<file path="src/rtl/seq_pkg.sv">
// Shared types and entry layout for the vector sequencer.
// An entry is {stim, expect, chk} with chk in the LSB.
package seq_pkg;

  typedef enum logic [2:0] {
    S_IDLE,
    S_ISSUE,
    S_WAIT,
    S_CHECK,
    S_DONE
  } seq_state_t;

  // Fields are unpacked into fixed maximum-width containers; callers slice
  // the low bits they need.
  localparam int VEC_MAX_W = 32;
  localparam int ENT_MAX_W = 2 * VEC_MAX_W + 1;
  localparam int CHK_LSB   = 0;
  localparam int EXP_LSB   = 1;

  typedef struct packed {
    logic [VEC_MAX_W-1:0] stim;
    logic [VEC_MAX_W-1:0] exp_v;
    logic                 chk;
  } vec_fields_t;

  function automatic vec_fields_t vec_fields(input logic [ENT_MAX_W-1:0] ent,
                                             input int out_w);
    vec_fields_t          f;
    logic [ENT_MAX_W-1:0] mask;
    logic [ENT_MAX_W-1:0] sh;
    mask    = (ENT_MAX_W'(1) << out_w) - ENT_MAX_W'(1);
    f.chk   = ent[CHK_LSB];
    sh      = (ent >> EXP_LSB) & mask;
    f.exp_v = sh[VEC_MAX_W-1:0];
    sh      = ent >> (EXP_LSB + out_w);
    f.stim  = sh[VEC_MAX_W-1:0];
    return f;
  endfunction

endpackage

</file>
<file path="src/rtl/vector_mem.sv">
// Vector storage: synchronous write, asynchronous read, contents survive reset.
module vector_mem #(
  parameter int W     = 18,
  parameter int DEPTH = 16,
  parameter int AW    = $clog2(DEPTH)
) (
  input  logic          clk,
  input  logic          we,
  input  logic [AW-1:0] waddr,
  input  logic [W-1:0]  wdata,
  input  logic [AW-1:0] raddr,
  output logic [W-1:0]  rdata
);

  logic [W-1:0] mem [DEPTH];

  always_ff @(posedge clk) begin
    if (we) mem[waddr] <= wdata;
  end

  assign rdata = mem[raddr];

endmodule

</file>
<file path="src/rtl/vector_sequencer.sv">
// Stimulus/check engine: issues stored vectors to a handshaking DUT, compares
// responses, and keeps saturating error statistics with timeout and looping.
module vector_sequencer
  import seq_pkg::*;
#(
  parameter int IN_W    = 13,
  parameter int OUT_W   = 4,
  parameter int DEPTH   = 16,
  parameter int AW      = $clog2(DEPTH),
  parameter int TIMEOUT = 64,
  parameter int ERR_W   = 8
) (
  input  logic                    clk,
  input  logic                    reset,
  input  logic                    load_en,
  input  logic [AW-1:0]           load_addr,
  input  logic [IN_W+OUT_W:0]     load_data,
  input  logic                    start,
  input  logic                    stop,
  input  logic [AW:0]             num_vec,
  input  logic                    loop_en,
  input  logic                    dut_ready,
  input  logic                    dut_resp_valid,
  input  logic [OUT_W-1:0]        dut_resp,
  output logic [IN_W-1:0]         stim,
  output logic                    stim_valid,
  output logic                    busy,
  output logic                    done,
  output logic                    mismatch,
  output logic                    timeout,
  output logic [ERR_W-1:0]        err_count,
  output logic [AW-1:0]           first_err_idx,
  output logic [AW-1:0]           cur_idx
);

  localparam int            E_W     = IN_W + OUT_W + 1;
  localparam int            TW      = $clog2(TIMEOUT + 1);
  localparam logic [TW-1:0] T_LAST  = TW'(TIMEOUT - 1);
  localparam logic [AW:0]   DEPTH_V = (AW+1)'(DEPTH);

  seq_state_t       state;
  logic [TW-1:0]    tcnt;
  logic [AW:0]      nvec;
  logic             loop_r;
  logic [OUT_W-1:0] resp_p0;
  logic [E_W-1:0]   ent;
  vec_fields_t      f;
  logic             idle_like;
  logic             last;
  logic             bad;
  logic             unused_hi;

  function automatic logic [ERR_W-1:0] sat_inc(input logic [ERR_W-1:0] v);
    return (&v) ? v : v + ERR_W'(1);
  endfunction

  assign idle_like = (state == S_IDLE) || (state == S_DONE);

  vector_mem #(.W(E_W), .DEPTH(DEPTH), .AW(AW)) u_mem (
    .clk   (clk),
    .we    (load_en && idle_like),
    .waddr (load_addr),
    .wdata (load_data),
    .raddr (cur_idx),
    .rdata (ent)
  );

  assign f         = vec_fields({{(ENT_MAX_W-E_W){1'b0}}, ent}, OUT_W);
  assign bad       = f.chk && (resp_p0 != f.exp_v[OUT_W-1:0]);
  assign last      = ({1'b0, cur_idx} == (nvec - (AW+1)'(1)));
  assign unused_hi = ^{f.stim[VEC_MAX_W-1:IN_W], f.exp_v[VEC_MAX_W-1:OUT_W]};

  // response capture stage: datapath only, no reset
  always_ff @(posedge clk) begin
    if (state == S_WAIT && dut_resp_valid && !stop) resp_p0 <= dut_resp;
  end

  // control FSM: all outputs registered
  always_ff @(posedge clk or posedge reset) begin
    if (reset) begin
      state         <= S_IDLE;
      stim          <= '0;
      stim_valid    <= 1'b0;
      busy          <= 1'b0;
      done          <= 1'b0;
      mismatch      <= 1'b0;
      timeout       <= 1'b0;
      err_count     <= '0;
      first_err_idx <= '0;
      cur_idx       <= '0;
      tcnt          <= '0;
      nvec          <= '0;
      loop_r        <= 1'b0;
    end else begin
      stim_valid <= 1'b0;
      mismatch   <= 1'b0;
      case (state)
        S_IDLE, S_DONE: begin
          if (start) begin
            cur_idx       <= '0;
            err_count     <= '0;
            first_err_idx <= '0;
            timeout       <= 1'b0;
            loop_r        <= loop_en;
            nvec          <= (num_vec > DEPTH_V) ? DEPTH_V : num_vec;
            if (num_vec == '0) begin
              state <= S_DONE;
              done  <= 1'b1;
              busy  <= 1'b0;
            end else begin
              state <= S_ISSUE;
              done  <= 1'b0;
              busy  <= 1'b1;
            end
          end
        end
        default: begin
          if (stop) begin
            state <= S_DONE;
            done  <= 1'b1;
            busy  <= 1'b0;
          end else begin
            case (state)
              S_ISSUE: begin
                if (dut_ready) begin
                  stim       <= f.stim[IN_W-1:0];
                  stim_valid <= 1'b1;
                  tcnt       <= '0;
                  state      <= S_WAIT;
                end
              end
              S_WAIT: begin
                if (dut_resp_valid) begin
                  state <= S_CHECK;
                end else if (tcnt == T_LAST) begin
                  timeout   <= 1'b1;
                  err_count <= sat_inc(err_count);
                  if (err_count == '0) first_err_idx <= cur_idx;
                  state <= S_DONE;
                  done  <= 1'b1;
                  busy  <= 1'b0;
                end else begin
                  tcnt <= tcnt + TW'(1);
                end
              end
              S_CHECK: begin
                if (bad) begin
                  mismatch  <= 1'b1;
                  err_count <= sat_inc(err_count);
                  if (err_count == '0) first_err_idx <= cur_idx;
                end
                if (last && !loop_r) begin
                  state <= S_DONE;
                  done  <= 1'b1;
                  busy  <= 1'b0;
                end else begin
                  cur_idx <= last ? '0 : cur_idx + AW'(1);
                  state   <= S_ISSUE;
                end
              end
              default: state <= S_IDLE;
            endcase
          end
        end
      endcase
    end
  end

endmodule

</file>
<file path="config.mk">
export PLATFORM = sky130hd
export DESIGN_NAME = vector_sequencer
export DESIGN_NICKNAME = d
export VERILOG_FILES = /design/src/rtl/seq_pkg.sv /design/src/rtl/vector_mem.sv /design/src/rtl/vector_sequencer.sv
export SDC_FILE = /design/constraint.sdc
export NUM_CORES = 1
export LEC_CHECK = 0
export BUFFER_PORTS_ARGS = -buffer_cell sky130_fd_sc_hd__buf_2
export CAP_MARGIN = 20
export CORE_ASPECT_RATIO = 0.75
export CORE_MARGIN = 2
export CORE_UTILIZATION = 25
export DETAILED_ROUTE_END_ITERATION = 7
export PLACE_DENSITY = 0.5
export SETUP_SLACK_MARGIN = 0.15
export SYNTH_ARGS = -nofsm -noshare
export SYNTH_HDL_FRONTEND = slang
export SYNTH_SLANG_ARGS = --single-unit
export TNS_END_PERCENT = 30
</file>
<file path="constraint.sdc">
create_clock -name clk -period 4.3 [get_ports clk]
set_clock_uncertainty 0.1 [all_clocks]
set_input_delay 0 -clock clk [delete_from_list [all_inputs] [get_ports clk]]
set_output_delay 0 -clock clk [all_outputs]
set_load 0.05 [all_outputs]
</file>
==> impl_metrics.tcl, run 1 <==
set metrics [dict create \
    drc_errors 0 \
    die_h_um 207.1 \
    synth_edf_count 292 \
    drtAntennaViolNets 0 \
    n_fill_cell 5364 \
    grt_max_degree 35 \
    ir_worst_vdd_uv 228.9 \
    cts.path.max_buffers 3 \
    core-area_um2 54440 \
    crit_path_max_incr_delay_ns 0.99 \
    cts_made_buffers 38 \
    grt_antenna_before_repair 3 \
    period_share_pct 79.36 \
    syn_area_um2 13760 \
    setup_ws_ns 0.8875 \
    io_pins 73 \
    pre_cts_ws_ns 0.9322 \
    path_max_fanout 33 \
    placementRows 74 \
    hold_buffers 44 \
    register_area_um2 10030 \
    synth_top_area_share_pct 63.74 \
    drt_wl_total_um 33900 \
    area_growth_syn_to_layout_pct 21.88 \
    port_buffers 72 \
    grt_pass1_wl_um 51800 \
    insertion_delay_ns 0.53 \
    rsz0062_at_grt "no" \
    start_util_pct 25.27 \
    fp.dieW_um 274.9 \
    ys_seq_elements 342 \
    synthCells 739 \
    path_cells "mux2i_1 -> a22o_1 -> a221oi_1 -> xor2_1 -> a221oi_2 -> nand3_1 -> a22o_1 -> a41o_1" \
    worst_slew_pin_slew_ns 0.9536 \
    seq_area_frac_synth_pct 72.84 \
    cp_data_required_time_ns 4.62 \
    path_clk_slew_ns 0.06 \
    avgViaCountPerCell 4.472 \
    end_kind "flop" \
    htree_levels 2 \
    place_congestion 0.7783 \
    cp_common_cell "a22o_1" \
    powerDensity_nw_per_um2 512.9 \
    synthFlopType "edfxtp_1" \
    p_leak_nw 5.663 \
    first_iter_violations 610 \
    first_global_vias 7701 \
    track_usage_pct 12.15 \
    synth_top_area_cell "edfxtp_1" \
    p_total_mw 8.599 \
    multi_input_area_um2 3585 \
    dp_hpwl_um 20940 \
    hold_class "input port to flop" \
    layout-drive-gt1-share_pct 29.42 \
    crit_slowest_cell "dfrtp_2" \
    setup-tns-final_ns 0 \
    cap_violations 0 \
    synth.distinct_cells 52 \
    crit_family "compound AO/OA/AOI/OAI gates" \
    netlist_top_cells_area "edfxtp_1 64%, mux4_2 12%, dfrtp_1 9.1%" \
    synth_warnings 0 \
    clockRootBuffer "clkbuf_16" \
    postCtsSetupRepairBufs 0 \
    cts_resized 0 \
    num_vias 7357 \
    synth.avg_cell_area_um2 18.61 \
    drt_pre_antenna_iters 5 \
    path_buf_inv 0 \
    maxSlewHeadroom_pct 36.43 \
    final.min_clock_period_ns 3.412 \
    postSynthNetCount 783 \
    clock.fmax_ghz 0.2930 \
    die-area_um2 56930 \
    cts.sinks 342 \
    placed_area_um2 15150 \
    final_util_pct 30.80 \
    synth_async_sr_flop_share_pct 14.62 \
    cts_tree "done" \
    finalMaxSlewViolations 0 \
    start_kind "flop" \
    routedWlPerCell_um 20.61 \
    finalInstanceArea_um2 16770 \
    setup_viol 0 \
    status "completed" \
    nNetsFinal 935 \
    arrival_ns 3.73 \
    finalHoldViolCount 0 \
    gr-total-overflow 0 \
    path_class "flop to flop" \
]
[final cells by class]
| class | instances | area share, % |
|---|---|---|
| Timing Repair Buffer | 144 | 6.104 |
| Inverter | 13 | 0.2910 |
| Multi-Input combinational cell | 352 | 21.38 |
| Sequential cell | 342 | 59.82 |
| Clock buffer | 50 | 6.067 |
| Antenna cell | 2 | 0.02985 |
| Clock inverter | 20 | 0.9179 |
| Tap cell | 722 | 5.388 |
[power breakdown]
part,leakage [nW],total [mW],internal [mW],switching (mW)
combinational,1.82,1.55,0.573,0.976
clock,0.570,3.06,1.74,1.31
sequential,3.27,3.99,3.79,0.197
total,5.66,8.60,6.11,2.49
[layout by cell type (no fill, tap or decap), types with 7 or more instances in the layout]
cell	n
nor2_2	12
nor2_1	26
a21oi_1	18
clkinv_2	8
mux4_2	76
a31oi_1	8
mux2_2	16
clkbuf_1	11
nand3_1	8
a22oi_1	7
dfrtp_1	46
nor3_1	8
buf_2	72
o21ai_0	17
inv_1	12
a41o_1	7
mux2i_1	21
nand2_1	38
dlygate4sd3_1	44
clkbuf_16	39
buf_4	27
edfxtp_1	292
nand2b_1	10
[final timing paths]
path / slack, ns / depth (start not counted) / to / start
max reg2reg: 0.89 / 8 / first_err_idx[0] / cur_idx[3]
min in group asynchronous: 0.09 / 3 / stim_valid / reset
max: 0.89 / 8 / first_err_idx[0] / cur_idx[3]
min reg2reg: 0.38 / 1 / busy / busy
min: 0.04 / 3 / u_mem.mem[7][6] / load_en
max in group asynchronous: 3.11 / 4 / cur_idx[3] / reset
[per-layer routing]
metal	track usage, %	part of all wire (%)	vias up
met2	18.98	47	167
li1	-	-	3300
met5	0	0.038	-
met1	17.67	48	3842
met3	2.087	4.0	46
met4	2.759	1.6	2
[state kept, by name, summed over array words and instances, names as in the netlist, 3 cells and up]
register       cells
u_mem.mem        288
stim              13
err_count          8
tcnt               7
nvec               5
cur_idx            4
first_err_idx      4
resp_p0            4
state              3
[metrics by stage]
stage,hold WS (ns),std cells
6_report,0.04400,1645
3_5_place_dp,0.09116,1529
3_3_place_gp,0.09423,1529
5_1_grt,0.04179,1645
4_1_cts,0.01064,1643
2_1_floorplan,-0.02910,739
[worst min-delay path, stage by stage]
cell and delay (ns):
buf_2 0.12, nand4_1 0.28, nor2_2 0.09
[cell usage after synthesis, types with 6 or more instances]
cell	count
xnor2_1	6
nand4_1	6
inv_1	13
a31oi_1	8
mux4_2	76
nand2b_1	10
nand2_1	38
o21ai_0	17
clkbuf_1	13
dfrtp_1	50
buf_2	8
nand3_1	8
a22oi_1	7
xor2_1	6
a41o_1	7
mux2i_1	21
nor3_1	12
mux2_2	16
a21oi_1	18
nor2_1	38
buf_1	7
edfxtp_1	292
[cell families after synthesis]
logic type	Yosys count	share of synthesized area, %
flops	342	72.84
simple gates	137	4.775
mux	115	15.55
compound gates	83	4.148
buf+inv	45	1.464
xor+xnor	12	0.7640
fa+ha+maj	5	0.4548
Power figures use the tool's default switching activity.
==> run 2: changes to the inputs <==
--- a/config.mk
+++ b/config.mk
@@ -5,13 +5,14 @@
 export SDC_FILE = /design/constraint.sdc
 export NUM_CORES = 1
 export LEC_CHECK = 0
+export ABC_AREA = 1
 export BUFFER_PORTS_ARGS = -buffer_cell sky130_fd_sc_hd__buf_2
 export CAP_MARGIN = 20
 export CORE_ASPECT_RATIO = 0.75
 export CORE_MARGIN = 2
 export CORE_UTILIZATION = 25
 export DETAILED_ROUTE_END_ITERATION = 7
-export PLACE_DENSITY = 0.5
+export PLACE_DENSITY = 0.52
 export SETUP_SLACK_MARGIN = 0.15
 export SYNTH_ARGS = -nofsm -noshare
 export SYNTH_HDL_FRONTEND = slang
==> constraint.sdc (replaced) <==
create_clock -name clk -period 3 [get_ports clk]
set_clock_uncertainty 0.1 [all_clocks]
set_input_delay 0 -clock clk [delete_from_list [all_inputs] [get_ports clk]]
set_output_delay 0 -clock clk [all_outputs]
set_load 0.05 [all_outputs]
==> impl_metrics.tcl, run 2 <==
set metrics [dict create \
    area_growth_syn_to_layout_pct 21.33 \
    cap_violations 0 \
    ys_seq_elements 342 \
    path_buf_inv 3 \
    r2r-start "state[0]" \
    largest-register "u_mem.mem" \
    worst_slew_pin_slew_ns 0.8680 \
    io_pins 73 \
    start_kind "flop" \
    p_total_mw 12.52 \
    path_cells "nor2_2 -> inv_2 -> nor2_4 -> nand2_1 -> dlygate4sd3_1 -> o21ai_0 -> dlygate4sd3_1" \
    grt_antenna_before_repair 5 \
    crit_family "buffers and inverters" \
    first_global_vias 9210 \
    arrival_ns 3.02 \
    num_vias 9762 \
    cp_common_cell "dlygate4sd3_1" \
    final.min_clock_period_ns 2.610 \
    first_iter_violations 1054 \
    drc_errors 0 \
    top_usage_layer "met1" \
    status "completed" \
    clock.fmax_ghz 0.3832 \
    largest_register_ffs 288 \
    avgViaCountPerCell 4.678 \
    setup_viol 0 \
    p_leak_nw 6.250 \
    start_util_pct 25.32 \
    finalMaxSlewViolations 0 \
    synth_warnings 0 \
    hp-start "dut_resp[3]" \
    fin_hold_ws_ns 0.04500 \
    period_share_pct 86.99 \
    final_cell_mix "292 x edfxtp_1, 167 x nand2_1, 148 x nor2_1" \
    drt_wl_total_um 38890 \
    syn_area_um2 14180 \
    synth.distinct_cells 38 \
    path_class "flop to flop" \
    setup_ws_ns 0.3904 \
    synthFlopType "edfxtp_1" \
    crit_slowest_cell "dlygate4sd3_1" \
    cp_data_required_time_ns 3.42 \
    setup-tns-final_ns 0 \
    die_h_um 210.3 \
    gr-usage-met2_pct 18.92 \
    n_fill_cell 5623 \
    final_common_cell "edfxtp_1" \
    register_area_um2 10030 \
    yosysMostFrequentCell "edfxtp_1" \
    cts_made_buffers 31 \
    routedWlPerCell_um 18.63 \
    synth_edf_count 292 \
    dp_hpwl_um 22630 \
    path_max_fanout 9 \
    end_kind "flop" \
    placementRows 75 \
    maxSlewHeadroom_pct 42.13 \
    synth.avg_cell_area_um2 11.81 \
    drt_pre_antenna_iters 5 \
    clockRootBuffer "clkbuf_16" \
    synthCells 1201 \
    ys_top_cells_by_count "292 x edfxtp_1, 167 x nand2_1, 164 x nor2_1" \
    die-area_um2 58680 \
    hold_class "input port to flop" \
    nNetsFinal 1374 \
    startpoint "state[0]" \
    rsz0062_at_grt "no" \
    port_buffers 72 \
    drtAntennaViolNets 0 \
    biggestRegsByFlops "u_mem.mem (288), stim (13), err_count (8)" \
    gr-total-overflow 0 \
    cts.sinks 342 \
    netlist_top_cells_area "edfxtp_1 62%, dfrtp_1 8.8%, nand2_1 4.4%" \
    grt_max_degree 81 \
    track_usage_pct 12.95 \
    ir_worst_vdd_uv 381.6 \
    htree_levels 1 \
    met3_usage_pct 2.161 \
    pre_cts_ws_ns 0.3482 \
    cts.path.max_buffers 3 \
    synth_top_area_share_pct 61.82 \
    fp.dieW_um 279.1 \
    grt_pass1_wl_um 58260 \
    crit_path_max_incr_delay_ns 0.56 \
    layout-drive-gt1-share_pct 15.06 \
    multi_input_area_um2 3532 \
    powerDensity_nw_per_um2 727.3 \
    seq_area_frac_synth_pct 70.64 \
    grtUsageMet1_pct 19.96 \
    cts_tree "done" \
    core-area_um2 56020 \
    finalHoldViolCount 0 \
    insertion_delay_ns 0.58 \
    synth_top_area_cell "edfxtp_1" \
    place_congestion 0.7853 \
    path_clk_slew_ns 0.07 \
    postSynthNetCount 1245 \
    synth_async_sr_flop_share_pct 14.62 \
]
[run 2: changes by cell type after synthesis, sizes merged, moves of 21 or more]
cell	delta
o21ai	+116
clkbuf	+23
nand3	+74
inv	+77
o221ai	+39
mux4	-77
mux2i	-21
nand2	+130
nor2	+131
[run 2: cells by family (layout without fill, tap and decap cells)]
logic type                 after synthesis  count (layout)  synth area share, %
and+or+nand+nor                        450             450                13.33
xor gates and xnor gates                 5               5               0.3087
AOI/OAI and AO/OA                      243             243                10.51
DFF                                    342             342                70.64
other                                    0               1                    0
adders and majority gates                5               5               0.4410
buffers and inverters                  156             310                4.781
[run 2: power by group]
part	internal [mW]	switching [mW]
combinational	0.691	1.66
clock	2.67	1.84
sequential	5.46	0.189
[run 2: final timing paths]
check	endpoint	slack (ns)	cells past startpoint
hold / removal	resp_p0[3]	0.04	2
min in group asynchronous	tcnt[3]	0.05	3
setup reg to reg	loop_r	0.39	7
max in group asynchronous	stim[5]	1.97	4
setup / recovery	loop_r	0.39	7
hold reg to reg	tcnt[5]	0.38	1
[run 2: layer usage]
layer	part of all wire, %	vias to the layer above	routed length, um
met2	43	275	16550
met5	0.075	-	29
met3	5.8	63	2258
met4	2.0	6	759
li1	-	4556	-
met1	50	4862	19290
[run 2: layout make-up]
type                            count  share of cell area [%]
Antenna cell                        1                 0.01454
Clock buffer                       33                   4.551
Clock inverter                     25                   2.123
Inverter                           90                   2.007
Multi-Input combinational cell    703                   20.52
Sequential cell                   342                   58.26
Tap cell                          731                   5.314
Timing Repair Buffer              162                   7.212
[run 2: through the flow]
stage	cell area [um2]	instances	util [%]
after floorplan	14180	1201	-
after global placement	15550	1980	27.76
after detailed placement	15550	1980	27.76
after CTS	17170	2085	30.65
after global routing	17210	2086	30.72
final	17210	2087	30.72
[run 2: timing repair]
| action | CTS | global route |
|---|---|---|
| hold endpoints to repair | 365 | 0 |
| hold buffers | 47 | 0 |
| buffers inserted | 0 | 0 |
| resized for setup | 0 | 3 |
| endpoints found under the setup margin | 0 | 12 |
==> run 3: changes to the inputs <==
--- a/config.mk
+++ b/config.mk
@@ -8,11 +8,13 @@
 export ABC_AREA = 1
 export BUFFER_PORTS_ARGS = -buffer_cell sky130_fd_sc_hd__buf_2
 export CAP_MARGIN = 20
+export CELL_PAD_IN_SITES_DETAIL_PLACEMENT = 1
+export CELL_PAD_IN_SITES_GLOBAL_PLACEMENT = 1
 export CORE_ASPECT_RATIO = 0.75
 export CORE_MARGIN = 2
 export CORE_UTILIZATION = 25
 export DETAILED_ROUTE_END_ITERATION = 7
-export PLACE_DENSITY = 0.52
+export PLACE_DENSITY = 0.58
 export SETUP_SLACK_MARGIN = 0.15
 export SYNTH_ARGS = -nofsm -noshare
 export SYNTH_HDL_FRONTEND = slang
==> impl_metrics.tcl, run 3 (synthesis results as in run 2) <==
set metrics [dict create \
    core-area_um2 56020 \
    first_iter_violations 885 \
    biggestRegsByFlops "u_mem.mem (288), stim (13), err_count (8)" \
    place_congestion 0.7486 \
    setup_ws_ns 0.2998 \
    drc_errors 0 \
    arrival_ns 2.99 \
    grt_max_degree 122 \
    end_kind "flop" \
    path_clk_slew_ns 0.07 \
    cts.sinks 342 \
    path_class "flop to flop" \
    p_leak_nw 6.302 \
    drt_pre_antenna_iters 5 \
    nNetsFinal 1382 \
    layout-drive-gt1-share_pct 15.25 \
    ir_worst_vdd_uv 377.8 \
    r2r_cells 12 \
    setup_viol 0 \
    grt_pass1_wl_um 62910 \
    finalMaxSlewViolations 0 \
    clockRootBuffer "clkbuf_16" \
    final.min_clock_period_ns 2.700 \
    crit_slowest_cell "dlygate4sd3_1" \
    insertion_delay_ns 0.53 \
    first_global_vias 9786 \
    drt_wl_total_um 42150 \
    rsz0062_at_grt "yes" \
    powerDensity_nw_per_um2 731.5 \
    final_common_cell "edfxtp_1" \
    routedWlPerCell_um 20.11 \
    final_util_pct 30.80 \
    start_kind "flop" \
    path_cells "inv_1 -> ha_1 -> xnor2_1 -> nor2_1 -> nor3b_1 -> and2_1 -> nand2_1 -> nand2_1 -> nand2_1 -> a21oi_1 -> o21ai_0 -> dlygate4sd3_1" \
    cap_violations 0 \
    cp_common_cell "nand2_1" \
    maxSlewHeadroom_pct 53.63 \
    worst_slew_pin_slew_ns 0.6955 \
    fp.dieW_um 279.1 \
    cts.path.max_buffers 3 \
    gr-total-overflow 0 \
    clock.fmax_ghz 0.3703 \
    num_vias 9833 \
    htree_levels 2 \
    io_pins 73 \
    finalHoldViolCount 0 \
    placementRows 75 \
    port_buffers 72 \
    largest_register_ffs 288 \
    cts_tree "done" \
    min_delay_path_depth 4 \
    grt_antenna_before_repair 4 \
    cp_data_required_time_ns 3.29 \
    final_cell_mix "292 x edfxtp_1, 167 x nand2_1, 147 x nor2_1" \
    avgViaCountPerCell 4.691 \
    period_share_pct 90.01 \
    n_fill_cell 6120 \
    pre_cts_ws_ns 0.2120 \
    setup-tns-final_ns 0 \
    dp_hpwl_um 24560 \
    status "completed" \
    largest-register "u_mem.mem" \
    r2r_slack_ns 0.30 \
    die-area_um2 58680 \
    crit_path_max_incr_delay_ns 0.58 \
    die_h_um 210.3 \
    drtAntennaViolNets 0 \
    postCtsSetupRepairBufs 0 \
    cts_made_buffers 36 \
    hold_class "input port to flop" \
    start_util_pct 25.32 \
    area_growth_syn_to_layout_pct 21.65 \
    track_usage_pct 14.06 \
    path_max_fanout 3 \
]
-- run 3: final timing paths --
check	startpoint	to
setup reg to reg	nvec[0]	state[0]
hold reg to reg	tcnt[5]	tcnt[5]
hold / removal	load_addr[2]	u_mem.mem[15][0]
max in group asynchronous	reset	cur_idx[0]
setup / recovery	nvec[0]	state[0]
min in group asynchronous	reset	stim[1]
-- run 3: through the flow --
stage	instance area, um2	std cells	hold WS [ns]	power [mW]
after floorplan	14180	1201	-0.02724	7.321
after global placement	15560	1983	-0.01016	8.007
after detailed placement	15560	1983	-0.007922	8.059
after CTS	17200	2094	0.06312	12.74
after global routing	17250	2095	0.08949	13.20
final	17260	2096	0.07522	12.62
-- run 3: timing repair --
action,CTS,global route
hold buffers,47,0
hold endpoints to repair,361,0
endpoints found under the setup margin,0,17
resized for setup,0,6
-- run 3: area by class of cell --
type | instances | area (um2) | share of cell area [%]
tap | 731 | 914.6 | 5.301
sequential | 342 | 10030 | 58.10
antenna | 1 | 2.502 | 0.01450
timing repair buffer | 165 | 1255 | 7.273
multi-input combinational | 703 | 3540 | 20.51
clock inverter | 19 | 214.0 | 1.240
inverter | 90 | 345.3 | 2.001
clock buffer | 45 | 958.4 | 5.554
-- run 3: per-layer routing --
metal  global-route usage (%)  share of wire [%]
met1                    21.38                 50
met2                    21.33                 44
met3                    2.272                4.2
met4                    2.243                1.2
met5                        0              0.064
-- run 3: where the power goes --
group	internal [mW]	switching (mW)	total, mW	leakage [nW]
clock	2.63	1.91	4.54	0.570
sequential	5.47	0.175	5.64	3.27
combinational	0.721	1.72	2.44	2.47
-- run 3: worst max-delay path: cells and delay by family (launching register included) --
family,cells,cell delay (ns)
AOI/OAI and AO/OA,2,0.23
xor gates and xnor gates,1,0.18
adders and majority gates,1,0.22
buffers and inverters,2,0.66
DFF,1,0.36
and+or+nand+nor,6,0.80
